==> config.mk <==
export PLATFORM = sky130hd
export DESIGN_NAME = uart_rx_frame
export DESIGN_NICKNAME = d
export VERILOG_FILES = /design/src/rtl/uart_rx_frame.sv
export SDC_FILE = /design/constraint.sdc
export NUM_CORES = 1
export LEC_CHECK = 0
export ABC_AREA = 1
export CAP_MARGIN = 40
export CORE_MARGIN = 3
export CORE_UTILIZATION = 45
export DETAILED_ROUTE_END_ITERATION = 10
export SETUP_SLACK_MARGIN = 0.1
export SYNTH_ARGS = -nofsm -noshare
export SYNTH_HDL_FRONTEND = slang
export SYNTH_SLANG_ARGS = --single-unit
==> constraint.sdc <==
create_clock -name clk -period 2.1 [get_ports clk]
set_clock_uncertainty 0.2 [all_clocks]
set_input_delay 0.42 -clock clk [delete_from_list [all_inputs] [get_ports clk]]
set_output_delay 0.42 -clock clk [all_outputs]
set_load 0.05 [all_outputs]
==> src/rtl/uart_rx_frame.sv <==
// UART receiver: 2-FF input sync, 16x oversampled mid-bit sampling,
// 7/8 data bits, optional odd/even parity, 1/2 stop bits, error flags.
module uart_rx_frame #(
    parameter int CLK_FREQ   = 50_000_000,
    parameter int OVERSAMPLE = 16
) (
    input  logic       clk,
    input  logic       rst,
    input  logic       in_serial,
    input  logic [1:0] bd_rate,
    input  logic [1:0] para,
    input  logic       s_num,
    input  logic       d_num,
    output logic [7:0] out_data,
    output logic       data_valid,
    output logic       parity_err,
    output logic       frame_err,
    output logic       busy
);

    localparam int DIV_1200 = CLK_FREQ / (1200 * OVERSAMPLE);
    localparam int DIV_2400 = CLK_FREQ / (2400 * OVERSAMPLE);
    localparam int DIV_4800 = CLK_FREQ / (4800 * OVERSAMPLE);
    localparam int DIV_9600 = CLK_FREQ / (9600 * OVERSAMPLE);
    localparam int DW = $clog2(DIV_1200 + 1);
    localparam int TW = $clog2(OVERSAMPLE);

    localparam logic [TW-1:0] T_MID = TW'(OVERSAMPLE / 2 - 1);
    localparam logic [TW-1:0] T_END = TW'(OVERSAMPLE - 1);

    typedef enum logic [2:0] {
        IDLE,
        START,
        DATA,
        PARITY,
        STOP1,
        STOP2,
        WAIT_HIGH
    } state_t;

    state_t        state;
    logic          sync1;
    logic          rx_s;
    logic [1:0]    cfg_bd;
    logic [1:0]    cfg_para;
    logic          cfg_s;
    logic          cfg_d;
    logic [DW-1:0] div_cnt;
    logic [DW-1:0] div_last;
    logic [TW-1:0] tick_cnt;
    logic          tick;
    logic          smp;
    logic [2:0]    bit_idx;
    logic [2:0]    last_bit;
    logic [7:0]    shift;
    logic          par_acc;
    logic          pe_r;
    logic          fe_r;
    logic          has_par;
    logic          done;
    logic          fe_now;

    always_ff @(posedge clk or negedge rst) begin
        if (!rst) begin
            sync1 <= 1'b1;
            rx_s  <= 1'b1;
        end else begin
            sync1 <= in_serial;
            rx_s  <= sync1;
        end
    end

    always_comb begin
        div_last = DW'(DIV_1200 - 1);
        unique case (cfg_bd)
            2'b00: div_last = DW'(DIV_1200 - 1);
            2'b01: div_last = DW'(DIV_2400 - 1);
            2'b10: div_last = DW'(DIV_4800 - 1);
            2'b11: div_last = DW'(DIV_9600 - 1);
        endcase
    end

    // Held at zero in IDLE so the first tick lands a full divisor after START entry
    always_ff @(posedge clk or negedge rst) begin
        if (!rst) begin
            div_cnt <= '0;
        end else if (state == IDLE || tick) begin
            div_cnt <= '0;
        end else begin
            div_cnt <= div_cnt + DW'(1);
        end
    end

    assign tick = (state != IDLE) && (div_cnt == div_last);

    assign smp = tick && ((state == START) ? (tick_cnt == T_MID)
                                           : (tick_cnt == T_END));

    always_ff @(posedge clk or negedge rst) begin
        if (!rst) begin
            tick_cnt <= '0;
        end else if (state == IDLE || smp) begin
            tick_cnt <= '0;
        end else if (tick) begin
            tick_cnt <= tick_cnt + TW'(1);
        end
    end

    assign last_bit = cfg_d ? 3'd7 : 3'd6;
    assign has_par  = cfg_para[0] ^ cfg_para[1];
    assign fe_now   = ~rx_s | ((state == STOP2) & fe_r);
    assign done     = smp && ((state == STOP2) ||
                              (state == STOP1 && !cfg_s));

    always_ff @(posedge clk or negedge rst) begin
        if (!rst) begin
            state      <= IDLE;
            cfg_bd     <= 2'b00;
            cfg_para   <= 2'b00;
            cfg_s      <= 1'b0;
            cfg_d      <= 1'b0;
            bit_idx    <= 3'd0;
            shift      <= 8'h00;
            par_acc    <= 1'b0;
            pe_r       <= 1'b0;
            fe_r       <= 1'b0;
            out_data   <= 8'h00;
            data_valid <= 1'b0;
            parity_err <= 1'b0;
            frame_err  <= 1'b0;
            busy       <= 1'b0;
        end else begin
            data_valid <= 1'b0;
            parity_err <= 1'b0;
            frame_err  <= 1'b0;
            unique case (state)
                IDLE: begin
                    if (!rx_s) begin
                        state    <= START;
                        cfg_bd   <= bd_rate;
                        cfg_para <= para;
                        cfg_s    <= s_num;
                        cfg_d    <= d_num;
                    end
                end
                START: begin
                    if (smp) begin
                        if (!rx_s) begin
                            state   <= DATA;
                            busy    <= 1'b1;
                            bit_idx <= 3'd0;
                            shift   <= 8'h00;
                            par_acc <= 1'b0;
                            pe_r    <= 1'b0;
                            fe_r    <= 1'b0;
                        end else begin
                            state <= IDLE;
                        end
                    end
                end
                DATA: begin
                    if (smp) begin
                        shift[bit_idx] <= rx_s;
                        par_acc        <= par_acc ^ rx_s;
                        if (bit_idx == last_bit) begin
                            state <= has_par ? PARITY : STOP1;
                        end else begin
                            bit_idx <= bit_idx + 3'd1;
                        end
                    end
                end
                PARITY: begin
                    if (smp) begin
                        pe_r  <= (cfg_para == 2'b01) ? ~(par_acc ^ rx_s)
                                                     : (par_acc ^ rx_s);
                        state <= STOP1;
                    end
                end
                STOP1: begin
                    if (smp && cfg_s) begin
                        fe_r  <= ~rx_s;
                        state <= STOP2;
                    end
                end
                STOP2: begin
                end
                WAIT_HIGH: begin
                    if (rx_s) begin
                        state <= IDLE;
                    end
                end
                default: state <= IDLE;
            endcase
            // A zero stop bit may be a break, so hold off until the line idles
            if (done) begin
                out_data   <= shift;
                data_valid <= 1'b1;
                parity_err <= pe_r;
                frame_err  <= fe_now;
                busy       <= 1'b0;
                state      <= fe_now ? WAIT_HIGH : IDLE;
            end
        end
    end

endmodule

After elaboration in Yosys (flattened, before gate mapping)
Cells that the tools add are included.
{"block": "totals", "regBits": 53, "out_inout_bits": 12}
{"block": "op_classes", "n_addsub": 3, "n_lt_le_gt_ge": 2, "n_eq_ne": 29, "mux": 46, "bitwise": 6, "reduce_logical": 26}
{"operator": "12-bit case mux with 4 select lines", "count": 1}
{"operator": "3-bit 2-to-1 mux", "count": 14}
{"operator": "8-bit 2-to-1 mux", "count": 3}
{"operator": "3-bit case mux with 7 select lines", "count": 1}
{"operator": "3-bit != test (second input constant)", "count": 6}
{"operator": "1-bit 2-to-1 mux", "count": 16}
{"operator": "8-bit case mux with 2 select lines", "count": 1}
{"operator": "12-bit by 1-bit adder with 12-bit output (second input constant)", "count": 1}
{"operator": "12-bit == test", "count": 1}
{"operator": "12-bit 2-to-1 mux", "count": 1}
{"operator": "2-bit != test (second input constant)", "count": 6}
{"operator": "4-bit AND reduction", "count": 3}
{"operator": "2-bit nonzero test", "count": 6}
{"operator": "3-bit == test (second input constant)", "count": 3}
{"operator": "8-bit bitwise mux", "count": 1}
{"operator": "4-bit 2-to-1 mux", "count": 2}
{"operator": "8-bit AND reduction", "count": 1}
{"operator": "3-bit by 2-bit == test with 1-bit output (second input constant)", "count": 2}
{"operator": "1-bit logical AND", "count": 6}
{"operator": "1-bit case mux with 2 select lines", "count": 3}
{"operator": "3-bit case mux with 2 select lines", "count": 1}
{"operator": "5-bit AND reduction", "count": 1}
{"operator": "4-bit by 1-bit adder with 4-bit output (second input constant)", "count": 1}
{"operator": "2-bit by 1-bit == test with 1-bit output (second input constant)", "count": 2}
{"operator": "other kinds (23)", "count": 29}

Depth between registers and ports, before layout
{"block": "logic_depth", "ltp_word": 9, "ltp_mapped": 14}

Worst setup path after synthesis
No wires, ideal clock.
{"block": "synth_path", "kind": "reg2reg", "from": "register cfg_bd[0]", "to": "register state[1]", "setup_ns": 0.117, "arrival_ns": 1.517, "path_slack_ns": 0.267, "stages_incl_launch_ff": 15, "n_path_buf": 0, "path_cell_list": "dfrtp_1 > inv_2 > nand2_1 > nand2_1 > nand2_1 > nor2_1 > nand3b_4 > nor2_2 > nand2_1 > inv_2 > nand2_2 > nand2_1 > nand2_1 > nand2_1 > nand2_1"}
{"block": "synth_via", "elab_chain_len": 8}
{"item": "from (decl)", "line": "44", "rtl": "logic [1:0] cfg_bd;"}
{"item": "from (signal assigned)", "line": "140", "rtl": "cfg_bd <= bd_rate;"}
{"item": "2-bit == test, or another cell as far along", "line": "75", "rtl": "unique case (cfg_bd)"}
{"item": "12-bit case mux with 4 select lines *", "line": "75"}
{"item": "12-bit == test *", "line": "94", "rtl": "assign tick = (state != IDLE) && (div_cnt == div_last);"}
{"item": "1-bit logical AND *", "line": "94"}
{"item": "1-bit logical AND *", "line": "96", "rtl": "assign smp = tick && ((state == START) ? (tick_cnt == T_MID)"}
{"item": "1-bit logical AND, on equally long branches", "line": "112, 180"}
{"item": "3-bit != test (no line), or another cell as far along"}
{"item": "8-bit AND reduction (no line)"}
{"item": "to (signal assigned)", "line": "166", "rtl": "state <= has_par ? PARITY : STOP1;"}
{"item": "to (signal assigned)", "line": "201", "rtl": "state <= fe_now ? WAIT_HIGH : IDLE;"}
{"item": "to (decl)", "line": "41", "rtl": "state_t state;"}
Every way passes the cells marked *; elsewhere a longest branch is shown, timed or not.
A chain may end at the register's enable or synchronous reset.

Final worst setup path
{"block": "layout_path", "from": "register cfg_bd[0]", "to": "register shift[3]"}
{"block": "layout_via", "elab_chain_len": 7}
{"item": "2-bit == test, or another cell as far along", "line": "75"}
{"item": "12-bit case mux with 4 select lines *", "line": "75"}
{"item": "12-bit == test *", "line": "94"}
{"item": "1-bit logical AND *", "line": "94"}
{"item": "1-bit logical AND *", "line": "96"}
{"item": "2-bit != test (no line)"}
{"item": "4-bit AND reduction (no line) *"}
{"item": "to (signal, indexed assignment)", "line": "163", "rtl": "shift[bit_idx] <= rx_s;"}
{"item": "to (decl)", "line": "55", "rtl": "logic [7:0] shift;"}
Marks and branches as above.

==> results.yml <==
placement:
  dp_slack_ps: -6.195
  port_buffers: 20
  gp_congestion: 0.9067
  dp_hpwl_um: 4433
global_route:
  grt_pass1_wl_um: 10850
  grt_pass1_vias: 2368
  grt_use_total: 0.1840
  grt_max_degree: 54
  overflow: 0
  antenna_found_initial: 0
worst_setup_path:
  critical_path.most_common_cell: "nand2_2"
  setup.worst_path.end_class: "flop"
  cpPeakStageDelay_ps: 500
  cpMaxStageDelayCell: "dfrtp_2"
  ff2ff_setup_slack_ps: 100
  start_kind: "flop"
  crit_fanout: 8
  cp.arrival_ps: 2040
  timing.critical_path.cells: "inv_4 -> nor2_4 -> nand2_2 -> nand2_2 -> nand2_2 -> nand3b_4 -> nor2_4 -> nand2_2 -> inv_4 -> nand2_4 -> nor2_4 -> nand2_1 -> nand2_1"
  worstSetupPathType: "reg2reg"
  critical_path_required_ps: 2140
logic_synthesis:
  synthCells: 355
  synth_cell_types: 30
  yosys_register_bits: 53
  synth_warnings: 0
  synth_top_flop_cell: "dfrtp_1"
  synth_fa_ha_area_frac: 0.01837
  synth-edff-count: 0
  yosysSeqAreaShare: 0.4878
  synth_compound_area_frac: 0.09417
  synth_top_family_by_area: "simple AND/OR/NAND/NOR gates"
  yosys.area_share.simple: 0.3027
  synth-xor-area-share: 0.02572
  syn-cell-area_um2: 2724
  synth_nets: 368
  async_flop_share: 1.000
  synth_area_per_cell_um2: 7.673
  yosys-mux-area-fraction: 0.01194
die:
  io_pins: 21
  dieArea_um2: 7022
  start_util: 0.4799
  fp.dieH_um: 83.80
  rows: 27
  coreArea_um2: 5675
  die_w_um: 83.80
min_path:
  hp-class: "reg2reg"
sta:
  hold_viol_final: 0
  setup_viol_count_final: 0
  setup_tns_ps: 0
  fin_crit_ps: 1995
  worstMarginPinSlew_ps: 484.6
  rsz0062_at_grt: "true"
  setup_ws_ps: 104.6
  finalMaxSlewViolations: 0
  slew_headroom: 0.6782
  fin_crit_sh: 0.9502
  fmax_ghz: 0.5011
  hold_slack_ps: 160.9
clocking:
  clk_latency_ps: 300
  cts_sinks: 53
  clk_pin_slew_worst_paths_ps: 100
  cts_tree: "yes"
  cts_htree_levels: 2
  cts_buffers: 5
  cts-root-buf: "clkbuf_8"
  ctsLongestPathBuffers: 2
route:
  drt-pass1-iter-count: 4
  wire_per_inst_um: 12.95
  drt_iter0_drc: 126
  drt-vias-per-instance: 5.036
  drcViolationCount: 0
  num_vias: 2402
  wl_um: 6179
  ant_nets: 0
cells_and_area:
  fin_util: 0.6069
  regArea_um2: 1331
  fin_nets: 417
  antenna_cells: 0
  drive_gt1_frac: 0.2519
  multi_input_area_um2: 1400
  syn_to_final_growth_pct: 26.46
  num-fill-cells: 517
power_and_ir_drop:
  power.leakage_uw: 0.001764
  peakVddDrop_uv: 395.7
  p_per_area_nw_per_um2: 503.7
outcome:
  status: "completed"
flow_run:
  maxCapViolCount: 0
worst paths after layout:
path,start,end,cells past startpoint
worst max-delay path,cfg_bd[0],shift[3],13
worst min-delay path,sync1,rx_s,0
worst max register to register,cfg_bd[0],shift[3],13
worst min register to register,sync1,rx_s,0
max in group asynchronous,rst,rx_s,3
min in group asynchronous,rst,tick_cnt[0],3
synthesized netlist by cell type (all sizes together), types with 3 or more instances:
master,instances,area (µm²)
nor2,45,183.9
o21ai,31,158.9
buf,3,15.01
ha,4,50.05
inv,39,146.4
nand4,3,18.77
xor2,5,43.79
a21oi,13,68.82
nand3,16,85.08
dfrtp,51,1276
nor3,11,55.05
xnor2,3,26.28
nand2,119,449.2
cells by family after synthesis:
kind of cell             count (synthesis)
AND/OR/NAND/NOR                        197
flip-flops                              53
AO/OA/AOI/OAI                           48
buffers and inverters                   42
XOR/XNOR                                 8
adder cells (fa/ha/maj)                  4
multiplexers                             3
cells in the final DEF, fill, tap and decap left out, types with 10 or more instances in the layout:
cell type  Yosys  final
nor3_1        11     10
nand3_1       15     14
nand2_1      118     97
dfrtp_1       51     49
a21oi_1       12     11
nor2_1        41     32
inv_1         31     31
buf_4          0     31
o21ai_1       12     10
nand2_2        1     18
o21ai_0       18     17
registers in the layout, summed over array words and instances (netlist names):
register    count
sync1           1
out_data        8
fe_r            1
shift           8
busy            1
rx_s            1
cfg_para        2
cfg_s           1
frame_err       1
div_cnt        12
tick_cnt        4
bit_idx         3
pe_r            1
par_acc         1
state           3
parity_err      1
cfg_d           1
data_valid      1
cfg_bd          2
stage by stage:
step,area [µm²],std cells,power (µW)
after global routing,3445,477,1808
after floorplan,2724,355,1086
after global placement,3112,461,1136
after detailed placement,3112,461,1137
final,3445,477,1735
after CTS,3271,473,1748
layer usage:
metal	wire length, µm	vias up	global-route usage
li1	-	1228	-
met1	3045	1131	0.2602
met2	2887	36	0.3037
met3	196	7	0.03060
met4	48	0	0.02632
met5	0	-	0
layout make-up:
cell class,count,area share
Clock buffer,6,0.02397
Clock inverter,2,0.003996
Tap cell,72,0.02615
Sequential cell,53,0.3865
Inverter,39,0.04395
Timing Repair Buffer,45,0.1090
Multi-Input combinational cell,260,0.4065
critical path: cells and delay by family, from the launching register on:
kind / cells / cell delay [ps]
simple gates: 11 / 1040
flops: 1 / 500
buf+inv: 2 / 180
power by group:
part	switching [µW]	leakage (µW)	total [µW]	internal, µW
clock network	341	0.0000512	609	268
registers	11.1	0.000703	1040	1030
logic	49.0	0.00101	85.3	36.3
what timing repair did:
item,4_1_cts,5_1_grt
buffers inserted,3,4
gates resized for setup,15,42
hold buffers,1,0
pin swaps,3,15
endpoints found under the hold margin,51,0
endpoints found under the setup margin,26,37
No activity file was read; power rests on OpenSTA's default activity.
